==> src/rtl/counter_pkg.sv <==
// Shared constants and constant functions for the parametrised counter family.
package counter_pkg;

  localparam logic MODE_UP   = 1'b0;
  localparam logic MODE_DOWN = 1'b1;

  // Ceiling log2. Sizes the prescaler phase register; returns 0 for v <= 1.
  function automatic int clog2(input longint unsigned v);
    int r;
    longint unsigned x;
    r = 0;
    x = 1;
    while (x < v) begin
      x = x << 1;
      r++;
    end
    return r;
  endfunction

  // Out-of-range load values saturate to the top of the count range.
  // Done at 64 bits so MODULUS = 2^32 cannot overflow.
  function automatic logic [63:0] clamp_load(input logic [63:0] val,
                                             input logic [63:0] modulus);
    return (val >= modulus) ? (modulus - 64'd1) : val;
  endfunction

endpackage

==> src/rtl/counter_prescaler.sv <==
// Clock-enable prescaler: emits one tick every PRESCALE enabled cycles.
// clr restarts the phase so the next tick lands a full period later.
module counter_prescaler
  import counter_pkg::*;
#(
  parameter int PRESCALE = 1
) (
  input  logic clk,
  input  logic rst,
  input  logic en,
  input  logic clr,
  output logic tick
);

  generate
    if (PRESCALE == 1) begin : g_bypass
      // No phase to track: every enabled cycle is a step.
      logic w_unused;
      assign w_unused = &{1'b0, clk, rst, clr};
      assign tick     = en;
    end else begin : g_count
      localparam int PW = clog2(PRESCALE);
      localparam logic [PW-1:0] LAST = PW'(PRESCALE - 1);

      logic [PW-1:0] r_pc;
      logic          w_last;

      assign w_last = (r_pc == LAST);
      assign tick   = en && w_last;

      // Phase counter: frozen while en=0, wraps to 0 on the tick.
      always_ff @(posedge clk) begin
        if (rst || clr)  r_pc <= '0;
        else if (en)     r_pc <= w_last ? '0 : r_pc + PW'(1);
      end
    end
  endgenerate

endmodule

==> src/rtl/param_updown_counter.sv <==
// Generic up/down counter: modulus, prescaled enable, parallel load with
// clamping, wrap-or-saturate at the boundary, and one-cycle event pulses.
module param_updown_counter
  import counter_pkg::*;
#(
  parameter int              WIDTH    = 4,
  parameter longint unsigned MODULUS  = 16,
  parameter int              PRESCALE = 1
) (
  input  logic             clk,
  input  logic             rst,
  input  logic             en,
  input  logic             mode,
  input  logic             sat,
  input  logic             load,
  input  logic [WIDTH-1:0] load_val,
  output logic [WIDTH-1:0] q,
  output logic             tc,
  output logic             wrap_evt,
  output logic             sat_evt
);

  generate
    if (WIDTH < 1 || WIDTH > 32 || MODULUS < 2 ||
        MODULUS > (64'd1 << WIDTH) || PRESCALE < 1 || PRESCALE > 65536) begin : g_bad_param
      $error("param_updown_counter: illegal WIDTH/MODULUS/PRESCALE");
    end
  endgenerate

  // Top of range at WIDTH bits; fits even when MODULUS = 2^WIDTH.
  localparam logic [WIDTH-1:0] MAXV = WIDTH'(MODULUS - 64'd1);

  logic [WIDTH-1:0] r_q;
  logic             r_wrap_evt;
  logic             r_sat_evt;

  logic             w_tick;
  logic             w_at_top;
  logic             w_at_bot;
  logic             w_bound;
  logic [WIDTH-1:0] w_load_q;
  logic [WIDTH-1:0] w_q_nxt;
  logic             w_wrap_nxt;
  logic             w_sat_nxt;

  counter_prescaler #(.PRESCALE(PRESCALE)) u_presc (
    .clk  (clk),
    .rst  (rst),
    .en   (en),
    .clr  (load),
    .tick (w_tick)
  );

  assign w_at_top = (r_q == MAXV);
  assign w_at_bot = (r_q == '0);
  assign w_bound  = (mode == MODE_DOWN) ? w_at_bot : w_at_top;
  assign w_load_q = WIDTH'(clamp_load(64'(load_val), 64'(MODULUS)));

  // Next count and event for a step; with no tick the count holds and
  // both events drop, which also covers en=0.
  always_comb begin
    w_q_nxt    = r_q;
    w_wrap_nxt = 1'b0;
    w_sat_nxt  = 1'b0;
    if (w_tick) begin
      if (w_bound && sat) begin
        w_sat_nxt = 1'b1;
      end else if (w_bound) begin
        w_wrap_nxt = 1'b1;
        w_q_nxt    = (mode == MODE_DOWN) ? MAXV : '0;
      end else begin
        w_q_nxt    = (mode == MODE_DOWN) ? r_q - WIDTH'(1) : r_q + WIDTH'(1);
      end
    end
  end

  // State update with priority rst > load > step/hold.
  always_ff @(posedge clk) begin
    if (rst) begin
      r_q        <= '0;
      r_wrap_evt <= 1'b0;
      r_sat_evt  <= 1'b0;
    end else if (load) begin
      r_q        <= w_load_q;
      r_wrap_evt <= 1'b0;
      r_sat_evt  <= 1'b0;
    end else begin
      r_q        <= w_q_nxt;
      r_wrap_evt <= w_wrap_nxt;
      r_sat_evt  <= w_sat_nxt;
    end
  end

  assign q        = r_q;
  assign wrap_evt = r_wrap_evt;
  assign sat_evt  = r_sat_evt;
  assign tc       = ((mode == MODE_UP) && w_at_top) || ((mode == MODE_DOWN) && w_at_bot);

endmodule

==> config.mk <==
export PLATFORM = sky130hd
export DESIGN_NAME = param_updown_counter
export DESIGN_NICKNAME = d
export VERILOG_FILES = /design/src/rtl/counter_pkg.sv /design/src/rtl/counter_prescaler.sv /design/src/rtl/param_updown_counter.sv
export SDC_FILE = /design/constraint.sdc
export NUM_CORES = 1
export LEC_CHECK = 0
export CAP_MARGIN = 5
export CORE_AREA = 2 2 39 41
export CTS_BUF_LIST = sky130_fd_sc_hd__clkbuf_4
export CTS_CLUSTER_DIAMETER = 120
export CTS_CLUSTER_SIZE = 14
export DETAILED_ROUTE_END_ITERATION = 10
export DIE_AREA = 0 0 41 43
export MAX_ROUTING_LAYER = met4
export PLACE_DENSITY_LB_ADDON = 0.2
export SETUP_SLACK_MARGIN = 0.05
export SYNTH_ARGS = -nofsm -noshare
export SYNTH_HDL_FRONTEND = slang
export SYNTH_SLANG_ARGS = --single-unit
==> constraint.sdc <==
create_clock -name clk -period 1.54 [get_ports clk]
set_input_delay 0.154 -clock clk [delete_from_list [all_inputs] [get_ports clk]]
set_output_delay 0.154 -clock clk [all_outputs]
set_load 0.01 [all_outputs]
==> impl_metrics.tcl <==
set metrics [dict create \
    status "complete, no violations" \
    grt_pass1_wl_mm 2.33 \
    period_needed_ns 1.49 \
    hp-start "load_val[3]" \
    htree_levels 1 \
    min_to "q[3]" \
    r2r-start "q[1]" \
    yosys-top-cells-count "9 x inv_1, 6 x a21oi_1, 6 x dfxtp_1, 4 x nor2_1, 3 x nand3_1" \
    rsz0062_at_grt "yes" \
    ir_worst_vdd_v 0.000452 \
    synth_nets 71 \
    root_buffer "clkbuf_4" \
    synthTopCellsByArea "dfxtp_1 25%, inv_1 6.9%, a21oi_1 6.2%" \
    syn_to_final_growth_pct 85.9 \
    cts_tree "done" \
    path_max_fanout 2 \
    synth-simple-area-share_pct 26.7 \
    fillers 118 \
    grt_start_max_net_pins 8 \
    via_per_inst 5.17 \
    synth_seq_area_share_pct 24.6 \
    wl_mm 1.51 \
    syn_area_per_cell_sq_um 8.41 \
    drtPass1Iterations 4 \
    place.gp.congestion 0.848 \
    worst_r2r_endpoint "q[1]" \
    required_ns 1.39 \
    timing.final.crit_share_pct 96.6 \
    drc_errors 0 \
    synth_top_cell_area_share_pct 24.6 \
    drt_iter0_drc 18 \
    synth_edf_count 0 \
    layout.nets 110 \
    worstSetupPathType "register to output pin" \
    cts_sinks 6 \
    p_total_uw 629 \
    dieWidth_um 41 \
    synthMuxAreaShare_pct 2.05 \
    synth_compound_area_share_pct 26.9 \
    synth.distinct_cells 29 \
    setup_viol 0 \
    synthArstFlopShare_pct 0 \
    yosys.area.top_type "dfxtp_1" \
    powerDensity_mw_per_mm2 693 \
    cts_buffers 3 \
    drv_slew 0 \
    synth_ff_type "dfxtp_1" \
    r2r_cells 6 \
    synthAdderAreaFrac_pct 9.23 \
    grt_use_total_pct 20.1 \
    clockBufferDepth 2 \
    critPathLaunchType "register" \
    min_path_cells 3 \
    drive_gt1_share_pct 45.3 \
    yosysWarnings 0 \
    clk_pin_slew_ns 0.05 \
    relSlewSlack_pct 81.2 \
    synth_top_family_by_area "compound AO/OA/AOI/OAI gates" \
    hpwlAfterDp_mm 1.06 \
    fin_util_pct 65.6 \
    synth_cells 58 \
    finalHoldViolCount 0 \
    overflow 0 \
    dieHeight_um 43 \
    max_clock_freq_mhz 672 \
    fp.coreArea_sq_mm 0.00138 \
    maxCapViolCount 0 \
    start_util_pct 35.3 \
    worst_pin_slew_ns 0.282 \
    drtAntennaViolNets 0 \
    wl_per_cell_um 13.6 \
    antenna_found_initial 0 \
    std_cell_rows 14 \
    r2r_slack_ns 0.06 \
    clk_latency_ns 0.25 \
    synth_xor_area_share_pct 3.59 \
    synth-seq-cells 6 \
    io_pins 17 \
    fin_worst_skew_ns 0.00403 \
    hp-class "input port to register" \
    yosysMostFrequentCell "inv_1" \
    p_leak_uw 0.000398 \
    holdBufCountCts 0 \
    num_antenna_cells 0 \
    cp-end-kind "output pin" \
    netlist_area_sq_um 488 \
    cp_data_arrival_time_ns 1.33 \
    io_buffers 16 \
    grt_pass1_vias 552 \
    dieArea_sq_mm 0.00176 \
    num_vias 574 \
]
## final cells by class
cell class                      count  area (sq um)  share of cell area, %
Inverter                            9          33.8                   3.72
Multi-Input combinational cell     43           398                   43.9
Sequential cell                     6           129                   14.2
Tap cell                           16          20.0                   2.21
Clock buffer                        3          22.5                   2.48
Timing Repair Buffer               34           304                   33.5
## logic make-up (layout without fill, tap and decap cells)
kind of cell | Yosys count | in the layout
adders and majority gates | 3 | 3
DFF | 6 | 6
AOI/OAI and AO/OA | 16 | 16
buffers and inverters | 9 | 46
and+or+nand+nor | 21 | 21
muxes | 1 | 1
xor gates and xnor gates | 2 | 2
## report_power, final
| part | total [uW] | switching, uW | leakage (uW) | internal (uW) |
|---|---|---|---|---|
| Combinational | 292 | 126 | 0.000333 | 166 |
| Sequential | 183 | 14.9 | 0.0000509 | 168 |
| Clock | 154 | 65.1 | 0.0000138 | 88.7 |
## per-stage QoR
stage | hold WS (ns) | instances | TNS, ns | area [sq um] | setup WS (ns)
floorplan | 0.231 | 58 | 0 | 488 | 0.0823
global placement | 0.606 | 105 | -1.42 | 781 | -0.318
detailed placement | 0.608 | 105 | -1.68 | 781 | -0.377
CTS | 0.546 | 111 | 0 | 873 | 0.0231
global route | 0.550 | 111 | -0.00454 | 907 | -0.00454
finish | 0.541 | 111 | 0 | 907 | 0.0525
## how the worst max path moves through the flow
stage / startpoint / end / slack (ns)
CTS: q[1] / q[1] / 0.02
finish: q[0] / tc / 0.05
floorplan: q[0] / q[2] / 0.08
global route: q[1] / q[1] / -0.005
global placement: mode / q[2] / -0.32
detailed placement: mode / tc / -0.38
## worst max-delay path, cell delays in order, from the launching register on
cell,delay [ns]
dfxtp_4,0.35
nor4b_4,0.32
and2_4,0.21
nor2_4,0.03
inv_1,0.05
buf_2,0.11
## per-layer routing
metal | vias to the layer above | part of all wire, % | global-route usage, %
met1 | 267 | 43 | 23.4
met5 | - | 0 | -
met3 | 4 | 3.8 | 3.14
met2 | 17 | 50 | 31.9
li1 | 286 | - | -
met4 | 0 | 2.3 | 10.0
## repair_timing
action	in CTS	in global routing
pin swaps	6	8
endpoints found under the setup margin	4	6
gates resized for setup	22	9
buffers inserted	3	0
## sequential cells by signal, indices dropped and copies added (netlist names)
name	flops
sat_evt	1
wrap_evt	1
q	4
## cell usage in the layout, fill, tap and decap left out, types with 3 or more instances in the layout
master and count:
buf_4 14, clkbuf_4 3, a21oi_1 3, dfxtp_1 3, a21oi_2 3, buf_6 4
inv_1 7, clkdlybuf4s50_1 14
Power figures use the tool's default switching activity.
